<file path="src/rtl/exp2_arb_pkg.sv">
// exp2_arb_pkg: shared defaults and types for the exp2 round-robin arbiter.
//   NUM_REQ_DEF          default number of requesters
//   BF_DEF               default fractional bit count of the fixed-point operand
//   FIX_POINT_WIDTH_DEF  default operand/result width
//   arb_state_t          response-register state (EMPTY / FULL)
package exp2_arb_pkg;

    localparam int NUM_REQ_DEF         = 4;
    localparam int BF_DEF              = 8;
    localparam int FIX_POINT_WIDTH_DEF = 16;

    typedef enum logic {
        EMPTY = 1'b0,
        FULL  = 1'b1
    } arb_state_t;

endpackage

</file>
<file path="src/rtl/exp2.sv">
// exp2: combinational base-2 exponent of a signed Q(W-Bf).Bf operand.
//   in   [W-1:0]  signed fixed-point operand x
//   u    [W-1:0]  signed integer part floor(x), sign-extended to W bits
//   out  [W-1:0]  unsigned Q(W-Bf).Bf approximation of 2^x, saturating at all-ones
// 2^frac is approximated by 1 + f*(21/32 + 11/32*f), which is exact at f=0 and
// f=1 and within about 0.3% in between; the mantissa is then shifted by u.
// Requires 5 <= Bf < W so that both coefficients are exact in Bf bits.
module exp2 #(
    parameter int Bf              = 8,
    parameter int FIX_POINT_WIDTH = 16
) (
    input  logic [FIX_POINT_WIDTH-1:0] in,
    output logic [FIX_POINT_WIDTH-1:0] u,
    output logic [FIX_POINT_WIDTH-1:0] out
);

    localparam int W  = FIX_POINT_WIDTH;
    localparam int PW = 2 * Bf + 2;
    localparam int SW = 2 * W;
    localparam int C1 = (21 << Bf) >> 5;
    localparam int C2 = (11 << Bf) >> 5;
    localparam logic [W-1:0] W_LIM = W'(W);

    logic [Bf-1:0]   frac;
    logic [W-1:0]    ipart;
    logic [W-1:0]    shamt_neg;
    logic [PW-1:0]   t_prod;
    logic [PW-1:0]   s_sum;
    logic [PW-1:0]   m_prod;
    logic [Bf+1:0]   mant;
    logic [SW-1:0]   wide;

    assign frac      = in[Bf-1:0];
    assign ipart     = W'($signed(in) >>> Bf);
    assign shamt_neg = -ipart;
    assign u         = ipart;

    assign t_prod = PW'(frac) * PW'(C2);
    assign s_sum  = PW'(C1) + (t_prod >> Bf);
    assign m_prod = PW'(frac) * s_sum;
    assign mant   = (Bf+2)'((PW'(1) << Bf) + (m_prod >> Bf));

    always_comb begin
        wide = '0;
        out  = '0;
        if (!ipart[W-1]) begin
            if (ipart >= W_LIM) begin
                out = '1;
            end else begin
                wide = SW'(mant) << ipart;
                // Anything above the result width means the value overflowed.
                if (|wide[SW-1:W]) begin
                    out = '1;
                end else begin
                    out = wide[W-1:0];
                end
            end
        end else begin
            if (shamt_neg >= W_LIM) begin
                out = '0;
            end else begin
                out = W'(mant >> shamt_neg);
            end
        end
    end

endmodule

</file>
<file path="src/rtl/exp2_arbiter_rr_pick.sv">
// rr_pick: round-robin priority picker.
//   req  [N-1:0]      request vector
//   ptr  [IDX_W-1:0]  index with highest priority this cycle (must be < N)
//   gnt  [N-1:0]      one-hot grant (zero when no request)
//   idx  [IDX_W-1:0]  encoded grant index (0 when no request)
//   any               at least one request is granted
module rr_pick
    import exp2_arb_pkg::*;
#(
    parameter int N     = NUM_REQ_DEF,
    parameter int IDX_W = $clog2(N)
) (
    input  logic [N-1:0]     req,
    input  logic [IDX_W-1:0] ptr,
    output logic [N-1:0]     gnt,
    output logic [IDX_W-1:0] idx,
    output logic             any
);

    localparam logic [IDX_W:0] N_W = (IDX_W+1)'(N);

    // pos[k] is the requester examined k steps after ptr; rot is req rotated so
    // that a plain lowest-bit-first search implements the circular search.
    logic [IDX_W-1:0] pos [N];
    logic [N-1:0]     rot;

    for (genvar gi = 0; gi < N; gi++) begin : g_rot
        logic [IDX_W:0] pos_sum;
        assign pos_sum = {1'b0, ptr} + (IDX_W+1)'(gi);
        assign pos[gi] = (pos_sum >= N_W) ? IDX_W'(pos_sum - N_W) : IDX_W'(pos_sum);
        assign rot[gi] = req[pos[gi]];
    end

    always_comb begin
        gnt = '0;
        idx = '0;
        any = 1'b0;
        // Walk downward so the candidate closest to ptr is written last.
        for (int k = N - 1; k >= 0; k--) begin
            if (rot[k]) begin
                any = 1'b1;
                idx = pos[k];
            end
        end
        if (any) begin
            gnt[idx] = 1'b1;
        end
    end

endmodule

</file>
<file path="src/rtl/exp2_arbiter.sv">
// exp2_arbiter: shares one combinational exp2 unit among NUM_REQ requesters.
//   clk        system clock, rising edge
//   rst        asynchronous active-high reset
//   req_valid  [NUM_REQ]          requester i has an operand
//   req_data   [NUM_REQ*W]        slice i is requester i's operand
//   req_ready  [NUM_REQ]          one-hot accept of the granted requester
//   rsp_valid                     response register holds a result
//   rsp_ready                     consumer takes the response this cycle
//   rsp_id     [ID_W]             requester that owns the response
//   rsp_u      [W]                registered exp2.u
//   rsp_out    [W]                registered exp2.out
// Build option EXP2_ARB_PRIO0_EN: requester 0 gets strict priority and does
// not move the round-robin pointer; requesters 1..NUM_REQ-1 rotate among
// themselves. Undefined (default): all requesters are pure round-robin.
module exp2_arbiter
    import exp2_arb_pkg::*;
#(
    parameter int NUM_REQ         = NUM_REQ_DEF,
    parameter int Bf              = BF_DEF,
    parameter int FIX_POINT_WIDTH = FIX_POINT_WIDTH_DEF,
    parameter int ID_W            = $clog2(NUM_REQ)
) (
    input  logic                               clk,
    input  logic                               rst,
    input  logic [NUM_REQ-1:0]                 req_valid,
    input  logic [NUM_REQ*FIX_POINT_WIDTH-1:0] req_data,
    output logic [NUM_REQ-1:0]                 req_ready,
    output logic                               rsp_valid,
    input  logic                               rsp_ready,
    output logic [ID_W-1:0]                    rsp_id,
    output logic [FIX_POINT_WIDTH-1:0]         rsp_u,
    output logic [FIX_POINT_WIDTH-1:0]         rsp_out
);

    localparam int W = FIX_POINT_WIDTH;
    localparam logic [ID_W-1:0] LAST_IDX = ID_W'(NUM_REQ - 1);

    arb_state_t         state_reg, state_next;
    logic [ID_W-1:0]    rr_ptr_reg, rr_ptr_next;
    logic               can_accept;
    logic               accept;
    logic [NUM_REQ-1:0] pick_req, pick_gnt, gnt;
    logic [ID_W-1:0]    pick_idx, gnt_idx;
    logic               pick_any, gnt_any;
    logic [W-1:0]       masked_data [NUM_REQ];
    logic [W-1:0]       exp_in, exp_u, exp_out;

    rr_pick #(
        .N     (NUM_REQ),
        .IDX_W (ID_W)
    ) u_rr_pick (
        .req (pick_req),
        .ptr (rr_ptr_reg),
        .gnt (pick_gnt),
        .idx (pick_idx),
        .any (pick_any)
    );

`ifdef EXP2_ARB_PRIO0_EN
    // Requester 0 bypasses the rotation entirely.
    assign pick_req = {req_valid[NUM_REQ-1:1], 1'b0};

    always_comb begin
        if (req_valid[0]) begin
            gnt     = NUM_REQ'(1);
            gnt_idx = '0;
            gnt_any = 1'b1;
        end else begin
            gnt     = pick_gnt;
            gnt_idx = pick_idx;
            gnt_any = pick_any;
        end
    end
`else
    assign pick_req = req_valid;
    assign gnt      = pick_gnt;
    assign gnt_idx  = pick_idx;
    assign gnt_any  = pick_any;
`endif

    // A full register can still accept if it is being drained this cycle.
    assign can_accept = (state_reg == EMPTY) | rsp_ready;
    assign accept     = can_accept & gnt_any & ~rst;
    assign req_ready  = accept ? gnt : '0;

    // One-hot AND-OR operand mux; zero when nothing is granted.
    for (genvar gi = 0; gi < NUM_REQ; gi++) begin : g_mux
        assign masked_data[gi] = req_ready[gi] ? req_data[gi*W +: W] : '0;
    end

    always_comb begin
        exp_in = '0;
        for (int k = 0; k < NUM_REQ; k++) begin
            exp_in |= masked_data[k];
        end
    end

    exp2 #(
        .Bf              (Bf),
        .FIX_POINT_WIDTH (FIX_POINT_WIDTH)
    ) u_exp2 (
        .in  (exp_in),
        .u   (exp_u),
        .out (exp_out)
    );

    always_comb begin
        state_next  = state_reg;
        rr_ptr_next = rr_ptr_reg;
        if (accept) begin
            state_next = FULL;
`ifdef EXP2_ARB_PRIO0_EN
            if (gnt_idx != '0) begin
                rr_ptr_next = (gnt_idx == LAST_IDX) ? '0 : gnt_idx + 1'b1;
            end
`else
            rr_ptr_next = (gnt_idx == LAST_IDX) ? '0 : gnt_idx + 1'b1;
`endif
        end else if ((state_reg == FULL) && rsp_ready) begin
            state_next = EMPTY;
        end
    end

    always_ff @(posedge clk or posedge rst) begin
        if (rst) begin
            state_reg  <= EMPTY;
            rr_ptr_reg <= '0;
            rsp_id     <= '0;
            rsp_u      <= '0;
            rsp_out    <= '0;
        end else begin
            state_reg  <= state_next;
            rr_ptr_reg <= rr_ptr_next;
            if (accept) begin
                rsp_id  <= gnt_idx;
                rsp_u   <= exp_u;
                rsp_out <= exp_out;
            end
        end
    end

    assign rsp_valid = (state_reg == FULL);

endmodule

</file>
<file path="config.mk">
export PLATFORM = sky130hd
export DESIGN_NAME = exp2_arbiter
export DESIGN_NICKNAME = d
export VERILOG_FILES = /design/src/rtl/exp2_arb_pkg.sv /design/src/rtl/exp2.sv /design/src/rtl/exp2_arbiter_rr_pick.sv /design/src/rtl/exp2_arbiter.sv
export SDC_FILE = /design/constraint.sdc
export NUM_CORES = 1
export LEC_CHECK = 0
export ABC_CLOCK_PERIOD_IN_PS = 15460
export CAP_MARGIN = 20
export CORE_ASPECT_RATIO = 0.7
export CORE_MARGIN = 2
export CORE_UTILIZATION = 51
export CTS_CLUSTER_SIZE = 28
export DETAILED_ROUTE_END_ITERATION = 10
export MAX_ROUTING_LAYER = met4
export PLACE_DENSITY = 0.78
export SYNTH_ARGS = -nofsm -noshare
export SYNTH_HDL_FRONTEND = slang
export SYNTH_SLANG_ARGS = --single-unit
</file>
<file path="constraint.sdc">
create_clock -name clk -period 15.46 [get_ports clk]
set_input_delay 1.546 -clock clk [delete_from_list [all_inputs] [get_ports clk]]
set_output_delay 1.546 -clock clk [all_outputs]
set_load 0.02 [all_outputs]
</file>
==> impl_summary.log, run 1 <==
INFO  metric die_area = roughly 13000 um2
INFO  metric holdCritStartpoint = rsp_u[5]
INFO  metric finalHoldViolCount = 0
INFO  metric worstSetupPathType = input pin to flop
INFO  metric cts_hold_buffers = 0
INFO  metric fill_cell_instance_count_of_the_final_layout = 971
INFO  metric floorplan.io_pins = 110
INFO  metric crit_slowest_cell = xnor2_1
INFO  metric grt_pass1_wl = roughly 32 mm
INFO  metric flow.area_growth_from_synthesis = 22.1%
INFO  metric timing.critical_path.slowest_cell_delay = about 0.66 ns
INFO  metric number_of_nets_in_the_layout = about 1.0k
INFO  metric grt_util_all_layers = 0.335
INFO  metric cts_buffers = 5
INFO  metric fp-row-count = 32
INFO  metric setup_tns = 0 ns
INFO  metric tritoncts = done
INFO  metric drt-initial-drc-count = 488
INFO  metric clock_sinks = 29
INFO  metric clock_skew = 0.0107 ns
INFO  metric hold_depth = 1
INFO  metric hold_path_end = rsp_u[5]
INFO  metric clk-insertion-delay-late = about 0.29 ns
INFO  metric final-max-slew-violation-count = 0
INFO  metric ff2ff_setup_slack = roughly 2.9 ns
INFO  metric clk_pin_slew_worst_paths = roughly 0.050 ns
INFO  metric fmax = between 70 and 80 MHz
INFO  metric ys_ff_latch = 29
INFO  metric static_leakage = 0.00340 uW
INFO  metric detail_route.drc_violations = 0
INFO  metric min_period_over_period = 0.897
INFO  metric drive_gt1_frac = 0.0431
INFO  metric timing_worst_slew_pin_value = 0.910 ns
INFO  metric slew_headroom = 0.384
INFO  metric synth_flop_cell = dfrtp_1
INFO  metric vias = a little over 6k
INFO  metric place.port_buffers = approximately 110
INFO  metric largest_register = rsp_out
INFO  metric unrepaired_setup_endpoints_after_global_routing = no
INFO  metric timing.rr.start = rr_ptr_reg[1]
INFO  metric first_global_vias = 6134
INFO  metric synth-seq-area-share = 0.122
INFO  metric timing.max_cap.violations = 0
INFO  metric synthesis.area = between 5000 and 6000 um2
INFO  metric yosys.cell_types.count = 71
INFO  metric synth_async_sr_flop_share = 1.00
INFO  metric n_antenna_cell = 0
INFO  metric postSynthCellCount = 773
INFO  metric cts_max_level = 2
INFO  metric p_per_area = between 200 and 250 nW/um2
INFO  metric drt-total-wl = 19.7 mm
INFO  metric biggestRegsByFlops = rsp_out (16), rsp_u (8)
INFO  metric critical_path_peak_fanout = 14
INFO  metric cp-end-kind = flop
INFO  metric wl_per_cell = between 15 and 20 um
INFO  metric first_drt_pass_iteration_count = 6
INFO  metric startpoint_type = input pin
INFO  metric dp_hpwl = 16.0 mm
INFO  metric timing.final.setup_violations = 0
INFO  metric ys.warnings.count = 0
INFO  metric worst_r2r_dst = rsp_out[7]
INFO  metric largest_reg_flops = 16
INFO  metric worst_r2r_path_depth = between 40 and 50
INFO  metric drt-vias-per-instance = 6.13
INFO  metric gp_routability_congestion = around 1
INFO  metric syn-mean-instance-area = roughly 7.7 um2
INFO  metric timing.final.crit_period = ~14 ns
INFO  metric floorplan.core_area = roughly 11000 um2
INFO  metric clock_tree.root_cell = clkbuf_16
INFO  metric maximum_number_of_buffers_from_clock_root_to_sink = 2
INFO  metric largest_net_degree_at_the_start_of_global_routing = 39
INFO  metric run_status = finished clean
INFO  metric fp.dieH = ~94 um
INFO  metric postCtsSetupBuffers = 0
INFO  metric floorplan.initialDensity = 0.530
INFO  metric hold_slack = 0.472 ns
INFO  metric grt-ovfl-total = 0
INFO  metric endpoint_arrival_time_on_the_critical_path = around 14 ns
INFO  metric grt_antenna_before_repair = 0
INFO  metric max-vdd-ir-drop = 0.105 mV
INFO  metric synth_nets = 953
INFO  metric synth_edf_count = 0
INFO  metric die_x = around 130 um
INFO  metric hold_removal_path_class = flop to flop
INFO  metric detail-route-antenna-nets = 0
INFO  metric critical_path_required = between 15 and 20 ns
INFO  metric count_of_cells_resized_by_post_cts_repair = 0
-- layout make-up --
type,instances,area (um2),share of cell area
repair buffers,120,1170,0.162
flip-flops and latches,29,726,0.100
well taps,153,191,0.0265
multi-input cells,627,4710,0.651
clock buffers,7,143,0.0197
inverters,76,290,0.0401
-- metal layers --
| metal | track usage | routed length [um] |
|---|---|---|
| met4 | 0.0717 | 282 |
| met1 | 0.462 | 9070 |
| met5 | - | 0 |
| met3 | 0.0939 | 2090 |
| met2 | 0.493 | 8290 |
-- cell usage after synthesis (all sizes together), types with 5 or more instances --
cell	count	area share
nand4	8	0.0084
xnor2	11	0.018
buf	18	0.019
a21oi	44	0.037
a21o	5	0.0063
a221oi	10	0.016
clkbuf	23	0.015
nor4	5	0.0053
nand2	88	0.057
nand3	33	0.028
inv	74	0.047
a22o	11	0.016
or3	6	0.0063
and2	9	0.0095
o21ai	24	0.020
o2111ai	5	0.0084
dfrtp	29	0.12
fa	45	0.15
o211ai	8	0.010
a22oi	21	0.027
nor2	98	0.062
nor2b	9	0.0095
or2	8	0.0084
ha	64	0.14
nor3	13	0.013
xor2	7	0.010
o21a	6	0.0076
mux2i	9	0.015
a31oi	9	0.011
o22ai	12	0.013
nand2b	14	0.015
-- worst max path at each step --
| stage | slack (ns) | endpoint | start |
|---|---|---|---|
| global placement | 1.94 | rsp_out[7] | req_valid[0] |
| global route | 0.67 | rsp_out[7] | req_valid[0] |
| floorplan | 3.08 | rsp_out[1] | req_valid[2] |
| CTS | 1.74 | rsp_out[7] | req_valid[0] |
| finish | 1.60 | rsp_out[7] | req_valid[0] |
| detailed placement | 1.52 | rsp_out[7] | req_valid[0] |
-- stage by stage --
step                      total power [uW]  instances  area [um2]  utilization  setup slack (ns)
after floorplan                       1080        773        5920            -              3.08
after global placement                1430       1005        7090        0.635              1.94
after detailed placement              1460       1005        7090        0.635              1.52
after CTS                             1570       1012        7230        0.647              1.74
after global routing                  1750       1012        7230        0.647             0.672
final                                 1600       1012        7230        0.647              1.60
-- where the power goes --
part / leakage (uW) / switching [uW] / total (uW) / internal [uW]
Sequential: 0.000362 / 20.6 / 127 / 107
Combinational: 0.00297 / 865 / 1370 / 505
Clock: 0.0000700 / 35.3 / 98.3 / 63.0
-- critical path: cells and delay by family --
kind                       cells  cell delay (ns)
and+or+nand+nor                6             1.41
xor gates and xnor gates       2             1.18
muxes                          1             0.16
AOI/OAI and AO/OA             16             4.17
buffers and inverters          7             1.18
adders and majority gates     10             4.30
-- cell usage in the layout, fill, tap and decap left out, types with 9 or more instances in the layout --
master,count
a22oi_1,21
o22ai_1,12
ha_1,64
nor2_1,98
nand3_1,33
a22o_1,11
fa_1,45
nand2_1,87
dfrtp_1,29
nor3_1,12
and2_1,9
a221oi_1,9
clkdlybuf4s50_1,109
nand2b_1,14
a21oi_1,44
o21ai_0,23
nor2b_1,9
xnor2_1,10
inv_1,74
buf_4,11
mux2i_1,9
-- logic make-up after synthesis --
kind of cell | Yosys count | synth area share
AND/OR/NAND/NOR | 299 | 0.232
AO/OA/AOI/OAI | 189 | 0.227
buffers and inverters | 117 | 0.0828
adder cells (fa/ha/maj) | 109 | 0.287
flip-flops | 29 | 0.122
XOR/XNOR | 18 | 0.0279
multiplexers | 12 | 0.0209
Power figures use the tool's default switching activity.
==> run 2, diff against run 1 <==
CTS_CLUSTER_DIAMETER = 150   (was not set)
DONT_BUFFER_PORTS = 1   (was not set)
MAX_ROUTING_LAYER = not set   (was met4)
PLACE_DENSITY = 0.66   (was 0.78)
==> run 2 against run 1 <==
  * Clock-buffer cell count is 1 higher
  * Final area shrank 15%
  * Fmax increased by 3.8%
  * Via count down 7.8%
==> impl_summary.log, run 2 (same netlist as run 1, synthesis figures left out) <==
INFO  metric run_status = finished clean
INFO  metric hold_depth = 2
INFO  metric maximum_number_of_buffers_from_clock_root_to_sink = 2
INFO  metric mostFrequentLayoutCells = nor2_1 (98), nand2_1 (87), inv_1 (74)
INFO  metric drt-initial-drc-count = approximately 700
INFO  metric clk_pin_slew_worst_paths = 0.05 ns
INFO  metric unrepaired_setup_endpoints_after_global_routing = no
INFO  metric flow.area_growth_from_synthesis = 3.82%
INFO  metric timing.rr.start = rr_ptr_reg[1]
INFO  metric floorplan.core_area = 11200 um2
INFO  metric dp_hpwl = roughly 14 mm
INFO  metric clk-insertion-delay-late = approximately 0.27 ns
INFO  metric worst_r2r_path_depth = 34
INFO  metric min_period_over_period = 0.864
INFO  metric count_of_cells_resized_by_post_cts_repair = 0
INFO  metric timing.max_cap.violations = 0
INFO  metric fp-row-count = 32
INFO  metric pwr-share-comb = 0.816
INFO  metric total_power = 1490 uW
INFO  metric first_drt_pass_iteration_count = 6
INFO  metric tritoncts = done
INFO  metric static_leakage = about 0.0030 uW
INFO  metric cp-end-kind = flop
INFO  metric number_of_nets_in_the_layout = a little over 900
INFO  metric critical_path_peak_fanout = 14
INFO  metric drt-vias-per-instance = 6.34
INFO  metric largest_net_degree_at_the_start_of_global_routing = 39
INFO  metric drive_gt1_frac = 0.0481
INFO  metric hold_removal_path_class = flop to flop
INFO  metric critical_path_required = 15.57 ns
INFO  metric final_common_cell = nor2_1
INFO  metric clock_tree.root_cell = clkbuf_16
INFO  metric n_antenna_cell = 0
INFO  metric setup_tns = 0 ns
INFO  metric route.met3.wl = between 1.5 and 2 mm
INFO  metric detail-route-antenna-nets = 0
INFO  metric p_per_area = 242 nW/um2
INFO  metric grt_util_all_layers = 0.285
INFO  metric fmax = between 70 and 80 MHz
INFO  metric postCtsSetupBuffers = 0
INFO  metric startpoint = req_valid[2]
INFO  metric crit_slowest_cell = a221oi_1
INFO  metric die_x = between 100 and 150 um
INFO  metric route.met2.wl = 6.97 mm
INFO  metric total_switching_power = approximately 890 uW
INFO  metric vias = around 5.7k
INFO  metric gp_routability_congestion = around 1.1
INFO  metric grt_pass1_wl = between 20 and 30 mm
INFO  metric grt-ovfl-total = 0
INFO  metric drt-total-wl = 17.2 mm
INFO  metric finalCoreUtilization = 0.551
INFO  metric final-max-slew-violation-count = 0
INFO  metric wl_per_cell = about 19 um
INFO  metric sw_frac_of_total = 0.601
INFO  metric timing_worst_slew_pin_value = 1.33 ns
INFO  metric largest_reg_flops = 16
INFO  metric wl_met1 = approximately 8 mm
INFO  metric grt_antenna_before_repair = 0
INFO  metric clock_skew = 0.00379 ns
INFO  metric timing.critical_path.slowest_cell_delay = roughly 1.0 ns
INFO  metric cts_hold_buffers = 0
INFO  metric worstSetupPathType = input pin to flop
INFO  metric endpoint_arrival_time_on_the_critical_path = 13.46 ns
INFO  metric startpoint_type = input pin
INFO  metric timing.final.setup_violations = 0
INFO  metric detail_route.drc_violations = 0
INFO  metric clock_sinks = 29
INFO  metric fp.dieH = between 90 and 100 um
INFO  metric timing.final.crit_period = 13.35 ns
INFO  metric floorplan.initialDensity = 0.530
INFO  metric internal_power = between 500 and 600 uW
INFO  metric fill_cell_instance_count_of_the_final_layout = 1070
INFO  metric first_global_vias = 5558
INFO  metric timing.critical_path.mode_cell = ha_1
INFO  metric cts_max_level = 2
INFO  metric finalHoldViolCount = 0
INFO  metric sequentialPowerShare = 0.119
INFO  metric biggestRegsByFlops = rsp_out (16), rsp_u (8)
INFO  metric holdCritStartpoint = rr_ptr_reg[0]
INFO  metric floorplan.io_pins = 110
INFO  metric route.top_layer_used = met4
INFO  metric die_area = between 10000 and 15000 um2
INFO  metric cts_buffers = 5
INFO  metric place.port_buffers = 0
INFO  metric slew_headroom = 0.116
INFO  metric power.clock.fraction = 0.064
INFO  metric largest_register = rsp_out
INFO  metric hold_slack = approximately 0.58 ns
INFO  metric max-vdd-ir-drop = roughly 0.12 mV
## run 2: cell count changes in the layout (fill, tap and decap cells not counted)
cell | previous run | this run
clkdlybuf4s50_1 | 109 | 0
buf_4 | 11 | 8
buf_16 | 0 | 1
clkbuf_1 | 1 | 2
dfrtp_1 | 29 | 28
dfrtp_2 | 0 | 1
## run 2: final timing paths
path	to	slack, ns
max reg2reg	rsp_out[12]	2.85
min reg2reg	rr_ptr_reg[0]	0.58
max in group asynchronous	rsp_u[7]	13.92
max	rsp_out[12]	2.11
min in group asynchronous	rsp_u[4]	1.11
min	rr_ptr_reg[0]	0.58
## run 2: layer usage
| layer | vias to the layer above | track usage |
|---|---|---|
| met2 | 328 | 0.416 |
| met5 | - | 0 |
| met1 | 2695 | 0.417 |
| li1 | 2671 | - |
| met3 | 28 | 0.0944 |
| met4 | 0 | 0.0403 |
## run 2: worst max-delay path: cells and delay by family
| kind | cells | cell delay, ns |
|---|---|---|
| AND/OR/NAND/NOR | 6 | 1.61 |
| adder cells (fa/ha/maj) | 10 | 4.20 |
| AO/OA/AOI/OAI | 10 | 3.52 |
| buffers and inverters | 4 | 0.61 |
| XOR/XNOR | 3 | 1.81 |
| multiplexers | 1 | 0.12 |
## run 2: metrics by stage
step	worst slack, ns	instances	cell area (um2)
2_1_floorplan	3.08	773	5920
3_3_place_gp	2.47	893	5980
3_5_place_dp	2.11	893	5980
4_1_cts	2.35	901	6120
5_1_grt	1.28	902	6150
6_report	2.11	902	6150
## run 2: area by class of cell
cell class	count	area, um2	share of cell area
Tap cell	153	191	0.0311
Timing Repair Buffer	9	87.6	0.0142
Multi-Input combinational cell	627	4710	0.765
Inverter	76	290	0.0472
Clock buffer	8	146	0.0238
Sequential cell	29	727	0.118
## run 2: power by group through the flow
stage	clock (uW)	sequential, uW	combinational (uW)
after global placement	0	178	1160
after detailed placement	0	179	1180
after global routing	101	181	1360
final	95.9	177	1210
after CTS	97.2	178	1190
after floorplan	0	159	925
